--- config.mk ---
export PLATFORM = sky130hd
export DESIGN_NAME = id_decode_stage_flat
export DESIGN_NICKNAME = d
export VERILOG_FILES = /design/src/rtl/cpu_pkg.sv /design/src/rtl/id_decode_stage_if.sv /design/src/rtl/imm_gen.sv /design/src/rtl/id_decode_stage.sv /design/src/flat_wrapper.sv
export SDC_FILE = /design/constraint.sdc
export NUM_CORES = 1
export LEC_CHECK = 0
export ABC_AREA = 1
export CORE_ASPECT_RATIO = 1.75
export CORE_MARGIN = 1.5
export CORE_UTILIZATION = 39
export CTS_BUF_LIST = sky130_fd_sc_hd__clkbuf_4
export CTS_CLUSTER_DIAMETER = 50
export CTS_CLUSTER_SIZE = 40
export DETAILED_ROUTE_END_ITERATION = 16
export GPL_ROUTABILITY_DRIVEN = 0
export PLACE_DENSITY = 0.76
export SLEW_MARGIN = 20
export SYNTH_ARGS = -nofsm -noshare
export SYNTH_HDL_FRONTEND = slang
export SYNTH_SLANG_ARGS = --single-unit
--- constraint.sdc ---
create_clock -name clk -period 2 [get_ports clk]
set_input_delay 0.4 -clock clk [delete_from_list [all_inputs] [get_ports clk]]
set_output_delay 0.4 -clock clk [all_outputs]
set_load 0.02 [all_outputs]
--- src/rtl/cpu_pkg.sv ---
// Shared decode definitions for the integer pipeline.
//   - RV32I major opcodes handled by the decode stage
//   - ALU operation encoding carried from ID into EX
//   - immediate-format select used between decode and imm_gen
//   - funct3_alu(): maps funct3 (+ alternate bit) onto the ALU op
package cpu_pkg;

  localparam int unsigned XLEN = 32;

  localparam logic [6:0] OPC_OP    = 7'b0110011;
  localparam logic [6:0] OPC_OPIMM = 7'b0010011;
  localparam logic [6:0] OPC_LOAD  = 7'b0000011;
  localparam logic [6:0] OPC_STORE = 7'b0100011;
  localparam logic [6:0] OPC_LUI   = 7'b0110111;

  typedef enum logic [3:0] {
    AluAdd   = 4'd0,
    AluSub   = 4'd1,
    AluSll   = 4'd2,
    AluSlt   = 4'd3,
    AluSltu  = 4'd4,
    AluXor   = 4'd5,
    AluSrl   = 4'd6,
    AluSra   = 4'd7,
    AluOr    = 4'd8,
    AluAnd   = 4'd9,
    AluPassB = 4'd10
  } alu_op_e;

  typedef enum logic [2:0] {
    ImmNone  = 3'd0,
    ImmI     = 3'd1,
    ImmS     = 3'd2,
    ImmU     = 3'd3,
    ImmShamt = 3'd4
  } imm_sel_e;

  // alt selects SUB over ADD and SRA over SRL; caller decides when it applies.
  function automatic alu_op_e funct3_alu(logic [2:0] funct3, logic alt);
    alu_op_e op;
    case (funct3)
      3'b000:  op = alt ? AluSub : AluAdd;
      3'b001:  op = AluSll;
      3'b010:  op = AluSlt;
      3'b011:  op = AluSltu;
      3'b100:  op = AluXor;
      3'b101:  op = alt ? AluSra : AluSrl;
      3'b110:  op = AluOr;
      default: op = AluAnd;
    endcase
    return op;
  endfunction

endpackage

--- src/rtl/id_decode_stage_if.sv ---
// Bus between IF/ID, the decode stage and EX.
//   ID side  : en, valid_in, instr, rs1_val_in, rs2_val_in, flush, wb_we/wb_rd/wb_data
//   back-edge: stall (combinational, to fetch)
//   EX side  : valid_ex, rs1_ex, rs2_ex, rs1_val_ex, rs2_val_ex, imm_ex, rd_ex,
//              reg_write_ex, alu_src_imm_ex, mem_we_ex, mem_re_ex, alu_op_ex, illegal_ex
// master: the surrounding pipeline; slave: the decode stage.
interface id_decode_stage_if #(
  parameter int unsigned D_WIDTH = 32,
  parameter int unsigned RF_SIZE = 5,
  parameter int unsigned OP_SIZE = 4
);

  logic               en;
  logic               valid_in;
  logic [D_WIDTH-1:0] instr;
  logic [D_WIDTH-1:0] rs1_val_in;
  logic [D_WIDTH-1:0] rs2_val_in;
  logic               flush;
  logic               wb_we;
  logic [RF_SIZE-1:0] wb_rd;
  logic [D_WIDTH-1:0] wb_data;

  logic               stall;

  logic               valid_ex;
  logic [RF_SIZE-1:0] rs1_ex;
  logic [RF_SIZE-1:0] rs2_ex;
  logic [D_WIDTH-1:0] rs1_val_ex;
  logic [D_WIDTH-1:0] rs2_val_ex;
  logic [D_WIDTH-1:0] imm_ex;
  logic [RF_SIZE-1:0] rd_ex;
  logic               reg_write_ex;
  logic               alu_src_imm_ex;
  logic               mem_we_ex;
  logic               mem_re_ex;
  logic [OP_SIZE-1:0] alu_op_ex;
  logic               illegal_ex;

  modport master (
    output en, valid_in, instr, rs1_val_in, rs2_val_in, flush, wb_we, wb_rd, wb_data,
    input  stall,
    input  valid_ex, rs1_ex, rs2_ex, rs1_val_ex, rs2_val_ex, imm_ex, rd_ex,
    input  reg_write_ex, alu_src_imm_ex, mem_we_ex, mem_re_ex, alu_op_ex, illegal_ex
  );

  modport slave (
    input  en, valid_in, instr, rs1_val_in, rs2_val_in, flush, wb_we, wb_rd, wb_data,
    output stall,
    output valid_ex, rs1_ex, rs2_ex, rs1_val_ex, rs2_val_ex, imm_ex, rd_ex,
    output reg_write_ex, alu_src_imm_ex, mem_we_ex, mem_re_ex, alu_op_ex, illegal_ex
  );

endinterface

--- src/rtl/imm_gen.sv ---
// Immediate generator: forms the RV32I I/S/U immediates (and the zero-extended
// shift amount for immediate shifts) from an instruction word and returns the
// one chosen by sel_i. ImmNone yields zero.
//   instr_i : instruction word
//   sel_i   : immediate format select
//   imm_o   : selected immediate
module imm_gen
  import cpu_pkg::*;
(
  input  logic [XLEN-1:0] instr_i,
  input  imm_sel_e        sel_i,
  output logic [XLEN-1:0] imm_o
);

  logic [XLEN-1:0] imm_i;
  logic [XLEN-1:0] imm_s;
  logic [XLEN-1:0] imm_u;
  logic [XLEN-1:0] imm_sh;

  assign imm_i  = {{20{instr_i[31]}}, instr_i[31:20]};
  assign imm_s  = {{20{instr_i[31]}}, instr_i[31:25], instr_i[11:7]};
  assign imm_u  = {instr_i[31:12], 12'b0};
  assign imm_sh = {27'b0, instr_i[24:20]};

  always_comb begin
    imm_o = '0;
    case (sel_i)
      ImmI:     imm_o = imm_i;
      ImmS:     imm_o = imm_s;
      ImmU:     imm_o = imm_u;
      ImmShamt: imm_o = imm_sh;
      default:  imm_o = '0;
    endcase
  end

  // Opcode bits never contribute to an immediate.
  logic unused_opcode;
  assign unused_opcode = ^instr_i[6:0];

endmodule

--- src/rtl/id_decode_stage.sv ---
// RV32I decode stage (OP, OP-IMM, LOAD/LW, STORE/SW, LUI) with load-use hazard
// detection and the ID/EX pipeline register.
//   clk, rst : rising-edge clock, synchronous active-high reset (beats en)
//   bus      : id_decode_stage_if slave; ID-side inputs, combinational stall back to
//              fetch, registered EX-side outputs (1-cycle latency)
// Optional build macro ID_WB_BYPASS_EN: capture write-back data into the operand
// registers when the write-back destination matches a source register. Without
// it the wb_* signals are ignored.
module id_decode_stage
  import cpu_pkg::*;
#(
  parameter int unsigned D_WIDTH = 32,
  parameter int unsigned N_REGS  = 32,
  parameter int unsigned RF_SIZE = $clog2(N_REGS),
  parameter int unsigned OP_SIZE = 4
) (
  input logic clk,
  input logic rst,
  id_decode_stage_if.slave bus
);

  typedef struct packed {
    logic               valid;
    logic [RF_SIZE-1:0] rs1;
    logic [RF_SIZE-1:0] rs2;
    logic [D_WIDTH-1:0] rs1_val;
    logic [D_WIDTH-1:0] rs2_val;
    logic [D_WIDTH-1:0] imm;
    logic [RF_SIZE-1:0] rd;
    logic               reg_write;
    logic               alu_src_imm;
    logic               mem_we;
    logic               mem_re;
    alu_op_e            alu_op;
    logic               illegal;
  } ex_t;

  ex_t ex_q, ex_d;

  // Instruction fields
  logic [6:0]         opcode;
  logic [2:0]         funct3;
  logic [6:0]         funct7;
  logic [RF_SIZE-1:0] rs1, rs2, rd;

  assign opcode = bus.instr[6:0];
  assign funct3 = bus.instr[14:12];
  assign funct7 = bus.instr[31:25];
  assign rd     = bus.instr[11:7];
  assign rs1    = bus.instr[19:15];
  assign rs2    = bus.instr[24:20];

  // Decode
  alu_op_e  dec_alu_op;
  logic     dec_reg_write, dec_alu_src_imm, dec_mem_we, dec_mem_re, dec_illegal;
  logic     rs1_used, rs2_used;
  imm_sel_e imm_sel;
  logic     is_shift;

  always_comb begin
    dec_alu_op      = AluAdd;
    dec_reg_write   = 1'b0;
    dec_alu_src_imm = 1'b0;
    dec_mem_we      = 1'b0;
    dec_mem_re      = 1'b0;
    dec_illegal     = 1'b0;
    rs1_used        = 1'b0;
    rs2_used        = 1'b0;
    imm_sel         = ImmNone;
    is_shift        = (funct3 == 3'b001) || (funct3 == 3'b101);

    case (opcode)
      OPC_OP: begin
        // Only ADD/SRL may take the 0100000 alternate form (SUB/SRA).
        if ((funct7 == 7'b0000000) ||
            ((funct7 == 7'b0100000) && ((funct3 == 3'b000) || (funct3 == 3'b101)))) begin
          dec_alu_op    = funct3_alu(funct3, funct7[5]);
          dec_reg_write = 1'b1;
          rs1_used      = 1'b1;
          rs2_used      = 1'b1;
        end else begin
          dec_illegal = 1'b1;
        end
      end
      OPC_OPIMM: begin
        // For non-shifts funct7 is immediate bits, so no alternate form exists.
        if (!is_shift || (funct7 == 7'b0000000) ||
            ((funct3 == 3'b101) && (funct7 == 7'b0100000))) begin
          dec_alu_op      = funct3_alu(funct3, is_shift && funct7[5]);
          dec_reg_write   = 1'b1;
          dec_alu_src_imm = 1'b1;
          rs1_used        = 1'b1;
          imm_sel         = is_shift ? ImmShamt : ImmI;
        end else begin
          dec_illegal = 1'b1;
        end
      end
      OPC_LOAD: begin
        if (funct3 == 3'b010) begin
          dec_reg_write   = 1'b1;
          dec_alu_src_imm = 1'b1;
          dec_mem_re      = 1'b1;
          rs1_used        = 1'b1;
          imm_sel         = ImmI;
        end else begin
          dec_illegal = 1'b1;
        end
      end
      OPC_STORE: begin
        if (funct3 == 3'b010) begin
          dec_alu_src_imm = 1'b1;
          dec_mem_we      = 1'b1;
          rs1_used        = 1'b1;
          rs2_used        = 1'b1;
          imm_sel         = ImmS;
        end else begin
          dec_illegal = 1'b1;
        end
      end
      OPC_LUI: begin
        dec_alu_op      = AluPassB;
        dec_reg_write   = 1'b1;
        dec_alu_src_imm = 1'b1;
        imm_sel         = ImmU;
      end
      default: dec_illegal = 1'b1;
    endcase

    if (rd == '0) dec_reg_write = 1'b0;
  end

  logic [D_WIDTH-1:0] imm;

  imm_gen u_imm_gen (
    .instr_i (bus.instr),
    .sel_i   (imm_sel),
    .imm_o   (imm)
  );

  // Operand capture
  logic [D_WIDTH-1:0] rs1_val, rs2_val;

`ifdef ID_WB_BYPASS_EN
  // Register file reads the old value during a same-cycle write; take it from WB.
  always_comb begin
    rs1_val = bus.rs1_val_in;
    rs2_val = bus.rs2_val_in;
    if (bus.wb_we && (bus.wb_rd != '0) && (bus.wb_rd == rs1)) rs1_val = bus.wb_data;
    if (bus.wb_we && (bus.wb_rd != '0) && (bus.wb_rd == rs2)) rs2_val = bus.wb_data;
  end
`else
  assign rs1_val = bus.rs1_val_in;
  assign rs2_val = bus.rs2_val_in;

  logic unused_wb;
  assign unused_wb = ^{bus.wb_we, bus.wb_rd, bus.wb_data};
`endif

  // Load-use hazard against the load currently in EX
  logic rs1_hit, rs2_hit, stall;

  always_comb begin
    rs1_hit = rs1_used && (ex_q.rd == rs1);
    rs2_hit = rs2_used && (ex_q.rd == rs2);
    stall   = bus.valid_in && ex_q.valid && ex_q.mem_re && (ex_q.rd != '0) &&
              (rs1_hit || rs2_hit) && !bus.flush;
  end

  assign bus.stall = stall;

  // ID/EX register
  always_comb begin
    ex_d = ex_q;
    if (bus.en) begin
      if (bus.flush || stall || !bus.valid_in) begin
        ex_d = '0;
      end else begin
        ex_d.valid       = 1'b1;
        ex_d.rs1         = rs1;
        ex_d.rs2         = rs2;
        ex_d.rs1_val     = rs1_val;
        ex_d.rs2_val     = rs2_val;
        ex_d.imm         = imm;
        ex_d.rd          = rd;
        ex_d.reg_write   = dec_reg_write;
        ex_d.alu_src_imm = dec_alu_src_imm;
        ex_d.mem_we      = dec_mem_we;
        ex_d.mem_re      = dec_mem_re;
        ex_d.alu_op      = dec_alu_op;
        ex_d.illegal     = dec_illegal;
      end
    end
  end

  always_ff @(posedge clk) begin
    if (rst) begin
      ex_q <= '0;
    end else begin
      ex_q <= ex_d;
    end
  end

  assign bus.valid_ex       = ex_q.valid;
  assign bus.rs1_ex         = ex_q.rs1;
  assign bus.rs2_ex         = ex_q.rs2;
  assign bus.rs1_val_ex     = ex_q.rs1_val;
  assign bus.rs2_val_ex     = ex_q.rs2_val;
  assign bus.imm_ex         = ex_q.imm;
  assign bus.rd_ex          = ex_q.rd;
  assign bus.reg_write_ex   = ex_q.reg_write;
  assign bus.alu_src_imm_ex = ex_q.alu_src_imm;
  assign bus.mem_we_ex      = ex_q.mem_we;
  assign bus.mem_re_ex      = ex_q.mem_re;
  assign bus.alu_op_ex      = ex_q.alu_op;
  assign bus.illegal_ex     = ex_q.illegal;

endmodule

--- src/flat_wrapper.sv ---
// flat-port wrapper written by rule: the top's interface ports become plain ports
module id_decode_stage_flat import cpu_pkg::*;
#(
  parameter int unsigned D_WIDTH = 32,
  parameter int unsigned N_REGS  = 32,
  parameter int unsigned RF_SIZE = $clog2(N_REGS),
  parameter int unsigned OP_SIZE = 4
)
  (clk, rst, bus_en, bus_valid_in, bus_instr, bus_rs1_val_in, bus_rs2_val_in, bus_flush, bus_wb_we, bus_wb_rd, bus_wb_data, bus_stall, bus_valid_ex, bus_rs1_ex, bus_rs2_ex, bus_rs1_val_ex, bus_rs2_val_ex, bus_imm_ex, bus_rd_ex, bus_reg_write_ex, bus_alu_src_imm_ex, bus_mem_we_ex, bus_mem_re_ex, bus_alu_op_ex, bus_illegal_ex);
  id_decode_stage_if #(.D_WIDTH(D_WIDTH), .RF_SIZE(RF_SIZE), .OP_SIZE(OP_SIZE)) bus_i ();
  input logic clk;
  input logic rst;
  input wire logic [$bits(bus_i.en)-1:0] bus_en;
  input wire logic [$bits(bus_i.valid_in)-1:0] bus_valid_in;
  input wire logic [$bits(bus_i.instr)-1:0] bus_instr;
  input wire logic [$bits(bus_i.rs1_val_in)-1:0] bus_rs1_val_in;
  input wire logic [$bits(bus_i.rs2_val_in)-1:0] bus_rs2_val_in;
  input wire logic [$bits(bus_i.flush)-1:0] bus_flush;
  input wire logic [$bits(bus_i.wb_we)-1:0] bus_wb_we;
  input wire logic [$bits(bus_i.wb_rd)-1:0] bus_wb_rd;
  input wire logic [$bits(bus_i.wb_data)-1:0] bus_wb_data;
  output wire logic [$bits(bus_i.stall)-1:0] bus_stall;
  output wire logic [$bits(bus_i.valid_ex)-1:0] bus_valid_ex;
  output wire logic [$bits(bus_i.rs1_ex)-1:0] bus_rs1_ex;
  output wire logic [$bits(bus_i.rs2_ex)-1:0] bus_rs2_ex;
  output wire logic [$bits(bus_i.rs1_val_ex)-1:0] bus_rs1_val_ex;
  output wire logic [$bits(bus_i.rs2_val_ex)-1:0] bus_rs2_val_ex;
  output wire logic [$bits(bus_i.imm_ex)-1:0] bus_imm_ex;
  output wire logic [$bits(bus_i.rd_ex)-1:0] bus_rd_ex;
  output wire logic [$bits(bus_i.reg_write_ex)-1:0] bus_reg_write_ex;
  output wire logic [$bits(bus_i.alu_src_imm_ex)-1:0] bus_alu_src_imm_ex;
  output wire logic [$bits(bus_i.mem_we_ex)-1:0] bus_mem_we_ex;
  output wire logic [$bits(bus_i.mem_re_ex)-1:0] bus_mem_re_ex;
  output wire logic [$bits(bus_i.alu_op_ex)-1:0] bus_alu_op_ex;
  output wire logic [$bits(bus_i.illegal_ex)-1:0] bus_illegal_ex;
  assign bus_i.en = bus_en;
  assign bus_i.valid_in = bus_valid_in;
  assign bus_i.instr = bus_instr;
  assign bus_i.rs1_val_in = bus_rs1_val_in;
  assign bus_i.rs2_val_in = bus_rs2_val_in;
  assign bus_i.flush = bus_flush;
  assign bus_i.wb_we = bus_wb_we;
  assign bus_i.wb_rd = bus_wb_rd;
  assign bus_i.wb_data = bus_wb_data;
  assign bus_stall = bus_i.stall;
  assign bus_valid_ex = bus_i.valid_ex;
  assign bus_rs1_ex = bus_i.rs1_ex;
  assign bus_rs2_ex = bus_i.rs2_ex;
  assign bus_rs1_val_ex = bus_i.rs1_val_ex;
  assign bus_rs2_val_ex = bus_i.rs2_val_ex;
  assign bus_imm_ex = bus_i.imm_ex;
  assign bus_rd_ex = bus_i.rd_ex;
  assign bus_reg_write_ex = bus_i.reg_write_ex;
  assign bus_alu_src_imm_ex = bus_i.alu_src_imm_ex;
  assign bus_mem_we_ex = bus_i.mem_we_ex;
  assign bus_mem_re_ex = bus_i.mem_re_ex;
  assign bus_alu_op_ex = bus_i.alu_op_ex;
  assign bus_illegal_ex = bus_i.illegal_ex;
  id_decode_stage #(.D_WIDTH(D_WIDTH), .N_REGS(N_REGS), .RF_SIZE(RF_SIZE), .OP_SIZE(OP_SIZE)) u_core (.clk(clk), .rst(rst), .bus(bus_i));
endmodule
## Yosys cells after proc, flatten, opt, wreduce, memory -nomap -nowiden

Index checks and enable logic that the tools add are counted.
Widths: inputs -> output; s select.

| storage, ports and cells | value |
|---|---|
| logic and storage cells | 87 |
| bits in latches | 0 |
| output and inout port bits | 122 |
| memories kept | 0 |
| bits in read-only memories | 0 |
| memory bits (writable) | 0 |
| register bits | 121 |

| operators by class | value |
|---|---|
| div/mod/pow operators | 0 |
| order comparisons | 0 |
| bitwise operators | 0 |
| eq/ne operators | 18 |
| shifts and indexed selects | 0 |
| $add $sub $neg | 0 |
| reductions and logical operators | 26 |
| multipliers | 0 |
| mux-type cells | 30 |

Operator list:

| operator | count |
|---|---|
| $pmux 32 s4 | 1 |
| $mux 121 | 1 |
| $pmux 4 s7 | 2 |
| $eq 7x6->1 const B | 4 |
| $mux 1 | 14 |
| $eq 3x2->1 const B | 4 |
| $eq 3x3->1 const B | 4 |
| $pmux 3 s4 | 1 |
| $pmux 4 s3 | 1 |
| $eq 5x5->1 | 2 |
| $logic_and 1x1->1 | 10 |
| $logic_or 1x1->1 | 8 |
| $mux 4 | 2 |
| $pmux 1 s4 | 2 |
| $eq 7x2->1 const B | 1 |
| $eq 7x5->1 const B | 1 |
| $logic_not 7->1 | 1 |
| $eq 3x1->1 const B | 2 |
| $mux 3 | 2 |
| $pmux 1 s3 | 2 |
| $logic_not 5->1 | 1 |
| $reduce_bool 5->1 | 1 |
| $logic_not 1->1 | 3 |
| $logic_not 3->1 | 1 |
| other kinds (3) | 3 |

## Logic depth before layout (Yosys ltp)

| depth | value |
|---|---|
| depth after elaboration | 14 |
| gate-level depth with buffers | 14 |
| gate-level depth less buffers | 12 |

## Hierarchy

From an unflattened synthesis, not the netlist that was laid out.

| unflattened totals | value |
|---|---|
| cells, all modules | 739 |
| area, all modules | 6229.7 um2 |

Modules (own cells, without submodules):

| module | times used | area each (um2) | cells an instance | seq. area each (um2) |
|---|---|---|---|---|
| id_decode_stage | 1 | 5726.7 | 652 | 2422.3 |
| imm_gen | 1 | 503.0 | 87 | 0.0 |

## Least setup slack after synthesis

No wires, ideal clock.

| timing path | value |
|---|---|
| path kind | in2out |
| start point | in bus_instr[3] |
| end point | out bus_stall |
| required time | 1.600 ns |
| arrival time | 1.777 ns |
| slack | -0.177 ns |
| stages on the path | 11 |
| cells stage by stage | nor2_1 -> nand3_2 -> nor3_2 -> nand2_2 -> nand3_1 -> nand2_1 -> inv_2 -> nand2_4 -> buf_12 -> buf_8 -> nor2_1 |

| on the way | value |
|---|---|
| word-level cells in the longest chain between the ends | 7 |
| elaborated cells on any way between the ends | 12 |

RTL lines:

| element | line | source |
|---|---|---|
| start: declaration | flat_wrapper.sv:15 | `input wire logic [$bits(bus_i.instr)-1:0] bus_instr;` |
| $eq 7x2->1 or $eq 7x6->1 (tied branches) | id_decode_stage.sv:72 | `case (opcode)` |
| $reduce_or 2->1 (no source line) | - |  |
| $pmux 1 s3 | id_decode_stage.sv:72 |  |
| $logic_and 1x1->1 | id_decode_stage.sv:163 | `rs1_hit = rs1_used && (ex_q.rd == rs1);` |
| $logic_or 1x1->1 (*) | id_decode_stage.sv:166 | `(rs1_hit \|\| rs2_hit) && !bus.flush;` |
| $logic_and 1x1->1 (*) | id_decode_stage.sv:165 | `stall = bus.valid_in && ex_q.valid && ex_q.mem_re && (ex_q.rd != '0) &&` |
| $logic_and 1x1->1 (*) | id_decode_stage.sv:166 |  |
| end: declaration | flat_wrapper.sv:22 | `output wire logic [$bits(bus_i.stall)-1:0] bus_stall;` |

Mark *: on every way between the ends. The rest lies on a longest branch, timed or not.

## Worst setup path in the final report

| timing path | value |
|---|---|
| start point | in bus_instr[21] |
| end point | out bus_stall |

| on the way | value |
|---|---|
| word-level cells in the longest chain between the ends | 5 |

RTL lines:

| element | line | source |
|---|---|---|
| $eq 5x5->1 | id_decode_stage.sv:164 | `rs2_hit = rs2_used && (ex_q.rd == rs2);` |
| $logic_and 1x1->1 | id_decode_stage.sv:164 |  |
| $logic_or 1x1->1 | id_decode_stage.sv:166 |  |
| $logic_and 1x1->1 | id_decode_stage.sv:165 |  |
| $logic_and 1x1->1 | id_decode_stage.sv:166 |  |

No other way between the ends.

==> impl_metrics.ini <==
[cells_and_area]
fin_util_pct = 61.8
fin_nets = 1119
finalNonFillerCells = 1175
nFillCells = 1306
syn_to_final_growth_pct = 56.3
drive_gt1_share_pct = 25.5

[worst_setup_path]
cp.arrival_ps = 1940
worst_setup_path_end_kind = output pin
crit_slowest_cell = clkdlybuf4s50_1
worst_ep_required_time_ps = 1600
r2r_end = u_core.bus.imm_ex[2]$_SDFFE_PP0P_
crit_fanout = 4
crit_type = primary input to output pin
r2r_slack_ps = 50
crit_top_cell = nand2_1
r2r_cells = 11
reg2reg_from = u_core.bus.rd_ex[0]$_SDFFE_PP0P_
crit_chain = clkdlybuf4s50_1, nand2_1, inv_1, o211ai_1, nor3_2, buf_4, nand2_1, nand2_2, nand2_8, nor2_4, buf_6
startpoint_type = primary input
worst_path_largest_cell_delay_ps = 570

[timing]
final_hold_viol_count = 0
slew_headroom_pct = 52.3
slew_viol_final = 0
setup_ws_ps = -338
period_minus_slack_ps = 2340
skew_ps = 17.3
fmax_mhz = 428
rsz0062_at_grt = yes
fin_crit_sh_pct = 117
finalSetupViolations = 1
worst_pin_slew_ps = 716

[detailed_routing]
drtAntennaViolNets = 0
wirelength_mm = 19.4
routed-via-count = 6008
wl_per_cell_um = 16.5
drc_errors = 0
drt_iter0_markers = 322
firstDrtPassIters = 4
via_per_inst = 5.11

[global_routing]
grt.overflow.total = 0
antenna_found_initial = 1
track_usage_pct = 23.5
grt_pass1_wl_mm = 28.4
grt_pass1_vias = 5685
grt_max_degree = 122

[die]
die-area_um2 = 15700
dieHeight_um = 165
start_util_pct = 39.5
core_um2 = 14800
num_rows = 59
io_pins = 261
dieWidth_um = 95.5

[pwr]
p_leak_nw = 3.49
vdd_drop_max_v = 0.000401
p_per_area_nw_per_um2 = 550

[synth]
synth_edf_count = 0
syn-cell-area_um2 = 5830
async_reset_ff_share_pct = 0
yosys_register_bits = 121
yosys.area.top_type = dfxtp_1
syn_area_per_cell_um2 = 8.10
synth.top_cells.by_area = dfxtp_1 42%, nand3_2 13%, nand2_1 13%
synth_fp_nets = 859
ys_types = 30
synth_common_cells = 203 x nand2_1, 121 x dfxtp_1, 86 x a21oi_1
syn_inst = 720
ys.warnings.count = 0
synth-seq-area-share_pct = 41.5
yosysMostFrequentCell = nand2_1
ys.flop_type = dfxtp_1
yosysTopAreaCellShare_pct = 41.5

[min_path]
hold_path_class = primary input to flip-flop
min_from = bus_instr[26]
worstHoldEndpoint = u_core.bus.imm_ex[6]$_SDFFE_PP0P_
whs_path_depth = 4

[run_status]
status = finished with violations
violations = negative setup slack

[cts]
clock_latency_ps = 530
clk_pin_slew_ps = 110
cts_max_level = 4
clk_path_buf_depth = 2
cts_tree = built
clock-sinks = 121
root_buffer = clkbuf_4
numCtsBuffers = 17

[run]
max_cap_violations = 0

[place]
numPortBuffers = 222
dp_cells = 1139
dpl.hpwl_mm = 13.0
-- cell usage in the layout, fill, tap and decap left out, types with 3 or more instances in the layout --
master and n:
nor2_4 4, buf_16 3, nor2_2 5, clkdlybuf4s50_1 198, a21oi_1 85, nand3_1 31
dlymetal6s2s_1 13, clkbuf_16 3, nand2_2 6, inv_2 6, xnor2_1 3, a21oi_2 39
buf_12 11, o21ai_0 3, buf_4 59, inv_1 15, clkbuf_4 20, clkinv_2 5
nand3_2 76, dlygate4sd2_1 9, dfxtp_1 118, nand4_1 37, dfxtp_2 3, xor2_1 4
nand2_1 202, bufinv_16 3, nor2_1 13
-- layout make-up --
cell class	count	area (µm²)	area share [%]
clock buffers	20	150	1.65
flip-flops and latches	121	2430	26.6
diodes	1	2.50	0.0274
repair buffers	298	3070	33.6
inverters	22	83.8	0.919
clock inverters	10	129	1.41
multi-input cells	520	3030	33.2
well taps	183	229	2.51
-- registers in the layout (all words and copies together), names as in the netlist, 4 cells and up --
register,flops
u_core.bus.rs1_ex,5
u_core.bus.imm_ex,32
u_core.bus.rd_ex,5
u_core.bus.rs2_val_ex,32
u_core.bus.rs1_val_ex,32
u_core.bus.rs2_ex,5
u_core.bus.alu_op_ex,4
-- power breakdown --
| group | internal [W] | switching [W] | leakage [nW] |
|---|---|---|---|
| logic | 0.000382 | 0.000367 | 2.35 |
| clock network | 0.000881 | 0.000917 | 0.152 |
| registers | 0.00245 | 0.0000214 | 0.980 |
| total | 0.00371 | 0.00131 | 3.49 |
-- metal layers --
metal / part of all wire (%) / GRT usage (%) / wire [µm] / up-vias
met4: 4.2 / 12.4 / 814 / 0
met2: 53 / 42.6 / 10400 / 199
li1: - / - / - / 2947
met3: 5.5 / 5.94 / 1060 / 50
met1: 37 / 24.2 / 7130 / 2812
met5: 0 / 0 / 0 / -
-- kinds of logic after synthesis --
kind of cell | count (synthesis) | share of synthesized area, %
flip-flops | 121 | 41.5
XOR/XNOR | 7 | 1.05
buffers and inverters | 79 | 7.64
AO/OA/AOI/OAI | 129 | 13.6
AND/OR/NAND/NOR | 384 | 36.2
-- worst max-delay path by stage --
stage | cells after the start | from | end | slack [ps]
floorplan | 13 | bus_instr[29] | bus_stall | -5
global placement | 13 | bus_instr[29] | bus_stall | -880
detailed placement | 13 | bus_instr[29] | bus_stall | -890
CTS | 8 | u_core.bus.rd_ex[3]$_SDFFE_PP0P_ | bus_stall | -370
global route | 11 | bus_instr[3] | bus_stall | -440
finish | 11 | bus_instr[21] | bus_stall | -340
-- metrics by stage --
| step | hold WS, ps | total power, W | cell area [µm²] | worst slack, ps | TNS, ps |
|---|---|---|---|---|---|
| finish | 306 | 0.00502 | 9120 | -338 | -338 |
| CTS | 392 | 0.00507 | 8990 | -367 | -373 |
| global route | 282 | 0.00523 | 9120 | -441 | -647 |
| floorplan | 543 | 0.00280 | 5850 | -4.68 | -4.68 |
| global placement | 451 | 0.00326 | 8630 | -876 | -69020 |
| detailed placement | 454 | 0.00327 | 8630 | -893 | -76290 |
-- timing repair --
| action | 4_1_cts | 5_1_grt |
|---|---|---|
| hold endpoints to repair | 0 | 0 |
| setup endpoints to repair | 111 | 126 |
| hold buffers | 0 | 0 |
| cloned | 1 | 3 |
| pin swaps | 5 | 12 |
| gates resized for setup | 30 | 18 |
| buffers inserted | 1 | 1 |
-- critical path, delay by kind of cell --
kind            cells  cell delay, ps
buf+inv             4             890
simple gates        6             550
compound gates      1              90
Power figures use the tool's default switching activity.
